<file path="src/rtl/sb_tx_pkg.sv">
// Shared constants and state encoding for the sideband TX framer/serializer.
package sb_tx_pkg;

  localparam int PKT_BITS = 64;
  localparam int GAP_BITS = 32;
  localparam int CNT_W    = 7;

  localparam logic [4:0] OPC_MSG_NODATA = 5'b10010;
  localparam logic [4:0] OPC_MSG_DATA   = 5'b11011;

  localparam logic [2:0] SRCID_RDI = 3'b001;
  localparam logic [2:0] SRCID_PHY = 3'b010;
  localparam logic [2:0] DSTID_RDI = 3'b101;
  localparam logic [2:0] DSTID_PHY = 3'b110;

  typedef enum logic [2:0] {
    ST_IDLE,
    ST_HDR,
    ST_HDR_GAP,
    ST_DATA,
    ST_DATA_GAP,
    ST_PAT,
    ST_PAT_GAP
  } sb_tx_state_e;

endpackage

</file>
<file path="src/rtl/sb_tx_header_encoder.sv">
// Combinational sideband message header builder, including data and control parity.
module sb_tx_header_encoder
  import sb_tx_pkg::*;
(
  input  logic [7:0]  msg_code,
  input  logic [7:0]  msg_subcode,
  input  logic [15:0] msg_info,
  input  logic        has_data,
  input  logic [63:0] data,
  input  logic        rdi_msg,
  output logic [63:0] header
);

  logic [63:0] hdr;

  // NOTE: every bit gets a value first so no path through this block can infer a latch.
  always_comb begin
    hdr        = '0;
    hdr[4:0]   = has_data ? OPC_MSG_DATA : OPC_MSG_NODATA;
    hdr[21:14] = msg_code;
    hdr[31:29] = rdi_msg ? SRCID_RDI : SRCID_PHY;
    hdr[39:32] = msg_subcode;
    hdr[55:40] = msg_info;
    hdr[58:56] = rdi_msg ? DSTID_RDI : DSTID_PHY;
    hdr[62]    = has_data & (^data);
    hdr[63]    = ^hdr[61:0];
  end

  assign header = hdr;

endmodule

</file>
<file path="src/rtl/sb_tx_packet_serializer.sv">
// Sideband TX framer: serializes header/data LSB-first with a 32-UI low gap, and
// generates the init clock pattern and the TXCKSB gate enable.
module sb_tx_packet_serializer
  import sb_tx_pkg::*;
#(
  parameter int PKT_BITS = sb_tx_pkg::PKT_BITS,
  parameter int GAP_BITS = sb_tx_pkg::GAP_BITS
) (
  input  logic        i_clk,
  input  logic        i_rst,
  input  logic        i_msg_valid,
  input  logic [7:0]  i_msg_code,
  input  logic [7:0]  i_msg_subcode,
  input  logic [15:0] i_msg_info,
  input  logic        i_has_data,
  input  logic [63:0] i_data,
  input  logic        i_rdi_msg,
  input  logic        i_pattern_req,
  output logic        o_ready,
  output logic        TXDATASB,
  output logic        o_clk_gate_en,
  output logic        o_packet_sent,
  output logic        o_pattern_done
);

  sb_tx_state_e     state_q, state_d;
  logic [CNT_W-1:0] cnt_q, cnt_d;
  logic [63:0]      shreg_q, data_q, header;
  logic             has_data_q;
  logic             txd_q, txd_d, gate_q, gate_d;
  logic             load_hdr, load_data, shift_en;
  logic             last_pkt, last_gap;

  sb_tx_header_encoder u_hdr_enc (
    .msg_code    (i_msg_code),
    .msg_subcode (i_msg_subcode),
    .msg_info    (i_msg_info),
    .has_data    (i_has_data),
    .data        (i_data),
    .rdi_msg     (i_rdi_msg),
    .header      (header)
  );

  assign last_pkt = (cnt_q == CNT_W'(PKT_BITS - 1));
  assign last_gap = (cnt_q == CNT_W'(GAP_BITS - 1));

  // Each next-line value is decided one cycle ahead so TXDATASB and the gate are pure flops.
  always_comb begin
    state_d        = state_q;
    txd_d          = 1'b0;
    gate_d         = 1'b0;
    load_hdr       = 1'b0;
    load_data      = 1'b0;
    shift_en       = 1'b0;
    o_packet_sent  = 1'b0;
    o_pattern_done = 1'b0;
    case (state_q)
      ST_IDLE: begin
        if (i_pattern_req) begin
          state_d = ST_PAT;
          txd_d   = 1'b1;
          gate_d  = 1'b1;
        end else if (i_msg_valid) begin
          state_d  = ST_HDR;
          txd_d    = header[0];
          gate_d   = 1'b1;
          load_hdr = 1'b1;
        end
      end
      ST_HDR, ST_DATA: begin
        if (last_pkt) begin
          state_d = (state_q == ST_HDR) ? ST_HDR_GAP : ST_DATA_GAP;
        end else begin
          txd_d    = shreg_q[0];
          gate_d   = 1'b1;
          shift_en = 1'b1;
        end
      end
      ST_HDR_GAP: begin
        if (last_gap) begin
          if (has_data_q) begin
            state_d   = ST_DATA;
            txd_d     = data_q[0];
            gate_d    = 1'b1;
            load_data = 1'b1;
          end else begin
            state_d       = ST_IDLE;
            o_packet_sent = 1'b1;
          end
        end
      end
      ST_DATA_GAP: begin
        if (last_gap) begin
          state_d       = ST_IDLE;
          o_packet_sent = 1'b1;
        end
      end
      ST_PAT: begin
        if (last_pkt) begin
          state_d = ST_PAT_GAP;
        end else begin
          // Bit k is 1 for even k, so the bit after position cnt is cnt[0].
          txd_d  = cnt_q[0];
          gate_d = 1'b1;
        end
      end
      ST_PAT_GAP: begin
        if (last_gap) begin
          if (i_pattern_req) begin
            state_d = ST_PAT;
            txd_d   = 1'b1;
            gate_d  = 1'b1;
          end else begin
            state_d        = ST_IDLE;
            o_pattern_done = 1'b1;
          end
        end
      end
      default: state_d = ST_IDLE;
    endcase
  end

  assign cnt_d = ((state_d != state_q) || (state_q == ST_IDLE)) ? '0 : cnt_q + 1'b1;

  // NOTE: sequential state uses non-blocking assignments so every flop samples pre-edge values.
  always_ff @(posedge i_clk or posedge i_rst) begin
    if (i_rst) begin
      state_q <= ST_IDLE;
      cnt_q   <= '0;
      txd_q   <= 1'b0;
      gate_q  <= 1'b0;
    end else begin
      state_q <= state_d;
      cnt_q   <= cnt_d;
      txd_q   <= txd_d;
      gate_q  <= gate_d;
    end
  end

  always_ff @(posedge i_clk or posedge i_rst) begin
    if (i_rst) begin
      shreg_q    <= '0;
      data_q     <= '0;
      has_data_q <= 1'b0;
    end else if (load_hdr) begin
      shreg_q    <= {1'b0, header[63:1]};
      data_q     <= i_data;
      has_data_q <= i_has_data;
    end else if (load_data) begin
      shreg_q <= {1'b0, data_q[63:1]};
    end else if (shift_en) begin
      shreg_q <= {1'b0, shreg_q[63:1]};
    end
  end

  assign o_ready       = (state_q == ST_IDLE);
  assign TXDATASB      = txd_q;
  assign o_clk_gate_en = gate_q;

endmodule

</file>
<file path="config.mk">
export PLATFORM = sky130hd
export DESIGN_NAME = sb_tx_packet_serializer
export DESIGN_NICKNAME = d
export VERILOG_FILES = /design/src/rtl/sb_tx_pkg.sv /design/src/rtl/sb_tx_header_encoder.sv /design/src/rtl/sb_tx_packet_serializer.sv
export SDC_FILE = /design/constraint.sdc
export NUM_CORES = 1
export LEC_CHECK = 0
export CAP_MARGIN = 20
export CORE_MARGIN = 3
export CORE_UTILIZATION = 30
export CTS_BUF_LIST = sky130_fd_sc_hd__clkbuf_8 sky130_fd_sc_hd__clkbuf_16
export DETAILED_ROUTE_END_ITERATION = 10
export DONT_BUFFER_PORTS = 1
export GPL_TIMING_DRIVEN = 0
export HOLD_SLACK_MARGIN = 0.12
export PLACE_DENSITY_LB_ADDON = 0.08
export SYNTH_ARGS = -nofsm -noshare
export SYNTH_HDL_FRONTEND = slang
export SYNTH_SLANG_ARGS = --single-unit
</file>
<file path="constraint.sdc">
create_clock -name i_clk -period 9.1 [get_ports i_clk]
set_input_delay 0.91 -clock i_clk [delete_from_list [all_inputs] [get_ports i_clk]]
set_output_delay 0.91 -clock i_clk [all_outputs]
set_load 0.05 [all_outputs]
</file>
==> results.cfg <==
[critical_path]
timing.rr.start = state_q[1]
required_ns = 8.19
timing.rr.end = data_q[1]
reg2regPathDepth = 9
cp_max_fo = 4
worstSetupEndpointType = output port
crit_path_start_kind = flip-flop
criticalPathCategory = reg -> out
arrival_ns = 2.59
r2r_slack_ns = 6.32

[placement]
globalplace.congestion = 0.8395
dp_hpwl_um = 14180
dpl_cell_area_um2 = 7353
dp.cells = 993
portBuffers = 0

[clock_tree]
clk_pin_slew_ns = 0.06
cts_root_buffer = clkbuf_16
cts_tree = done
cts_resized = 0
cts_sinks = 140
cts_hold_buf = 0
clk_latency_ns = 0.42
postCtsSetupBuffers = 0
numCtsBuffers = 17
h-tree-depth = 4
clock_path_buffers = 2

[global_route]
grt_pass1_wl_um = 30630
grt_start_max_net_pins = 83
grt_pass1_vias = 5379
track_usage_pct = 16.13
antenna_found_initial = 0
grt_overflow_total = 0

[die]
ioPinCount = 107
dieHeight_um = 158.3
core_um2 = 22710
fp.dieW_um = 158.3
dieArea_um2 = 25050
rows = 55
start_util_pct = 30.63

[synth]
ys_ff_latch = 140
yosys.area.top_type = dfrtp_1
synth-warning-count = 0
ys_seq_area_share_pct = 50.36
synth_area_leaders = dfrtp_1, nand2_1, xnor2_1, a221o_1, a22o_1
syn_area_um2 = 6957
synth_nets = 809
synth_ff_type = dfrtp_1
synthArstFlopShare_pct = 100.0
avgSynthCellArea_um2 = 9.854
synth_top_area_share_pct = 50.36
ys_top_cells_by_count = nand2_1, dfrtp_1, xnor2_1
synth-edff-count = 0
yosysMostFrequentCell = nand2_1
syn_inst = 706
synth.distinct_cells = 44

[timing]
max_slew.worst_pin.slew_ns = 1.072
timing.setup.tns_ns = 0
finalCritPeriodShare_pct = 38.47
max_freq_ghz = 0.2856
hold_viol = 0
rsz0062_at_grt = no
slew_headroom_pct = 28.73
finClkSkew_ns = 0.01500
final-max-slew-violation-count = 0
setup_viol = 0
fin_crit_ns = 3.501

[cells_and_area]
drive_above_1_share_pct = 9.878
area_growth_pct = 14.55
fillers = 2349
antenna_cells = 0
fin_cells = 1024
final_area_um2 = 7969
fin_nets = 830

[power_and_ir_drop]
peakVddDrop_mv = 0.08725
finalPower_mw = 1.518
power_leakage_nw = 3.594
powerDensity_nw_per_um2 = 190.5

[drt]
num_vias = 5076
routedWlPerCell_um = 18.96
drt-total-wl_um = 19410
drcViolationCount = 0
vias_per_cell = 4.957
ant_nets = 0
drt_iter0_markers = 271
dr.pass1.iters = 5

[worst_hold_path]
min_path_type = reg -> reg
min_path_cells = 2
whs_endpoint = data_q[49]
hold_start = data_q[49]

[status]
status = completed

[job]
maxCapViolCount = 0
-- per-layer routing --
layer,vias up,global-route usage [%],wire [um]
met4,0,4.424,219
met2,124,24.95,8949
met3,16,4.023,1091
met1,2492,22.65,9150
met5,-,0,0
li1,2444,-,-
-- worst max path at each step --
stage / end / slack [ns] / from / cells past startpoint
floorplan: TXDATASB / 4.44 / i_rst / 1
global placement: cnt_q[0] / 2.67 / i_rst / 1
detailed placement: o_packet_sent / 6.03 / cnt_q[0] / 4
CTS: o_packet_sent / 5.56 / cnt_q[0] / 4
global route: o_packet_sent / 5.50 / cnt_q[0] / 4
finish: o_packet_sent / 5.60 / cnt_q[0] / 4
-- cells by family (layout without fill, tap and decap cells) --
| group | count (synthesis) | count (layout) | share of synthesized area [%] |
|---|---|---|---|
| AND/OR/NAND/NOR | 272 | 272 | 15.85 |
| flip-flops | 140 | 140 | 50.36 |
| AO/OA/AOI/OAI | 124 | 124 | 14.12 |
| XOR/XNOR | 98 | 98 | 12.34 |
| buffers and inverters | 47 | 80 | 3.705 |
| multiplexers | 24 | 24 | 3.453 |
| adder cells (fa/ha/maj) | 1 | 1 | 0.1798 |
-- critical path, cell delays in order, from the launching register on --
cell and delay, ns:
dfrtp_1 0.42, ha_1 0.23, nand4_1 0.17, or4_1 0.49, a21oi_1 0.85
-- layout by cell type, fill, tap and decap left out, types with 4 or more instances in the layout --
master	instances
a21oi_1	9
a221o_1	37
a22o_1	36
buf_2	17
buf_4	9
buf_6	4
bufinv_16	4
clkbuf_1	11
clkbuf_16	17
dfrtp_1	140
inv_1	5
mux2i_1	24
nand2_1	228
nand3_1	9
nor2_1	16
o21ai_0	29
xnor2_1	87
xor2_1	11
-- sequential cells by signal, summed over array words and instances, names as in the netlist --
signal,cells
TXDATASB,1
cnt_q,7
data_q,64
has_data_q,1
o_clk_gate_en,1
shreg_q,63
state_q,3
-- power by group --
part	leakage, nW	internal, mW	switching, mW
clock	0.308	0.462	0.273
sequential	1.79	0.623	0
combinational	1.50	0.0773	0.0829
total	3.59	1.16	0.356
-- stage by stage --
stage | hold slack, ns | utilization, % | worst slack [ns]
after floorplan | 0.4455 | - | 4.437
after global placement | 0.4602 | 32.20 | 2.670
after detailed placement | 0.4625 | 32.38 | 6.031
after CTS | 0.4787 | 35.09 | 5.564
after global routing | 0.5002 | 35.09 | 5.499
final | 0.4789 | 35.09 | 5.599
-- area by class of cell --
type	count	area (um2)	area share, %
timing repair buffer	2	35.03	0.4396
multi-input combinational	519	3196	40.10
clock buffer	18	439.2	5.511
buffer	42	239.0	2.999
inverter	5	23.77	0.2983
clock inverter	13	176.4	2.214
sequential	140	3503	43.96
tap	285	356.6	4.475
(Power assumes the default switching activity.)
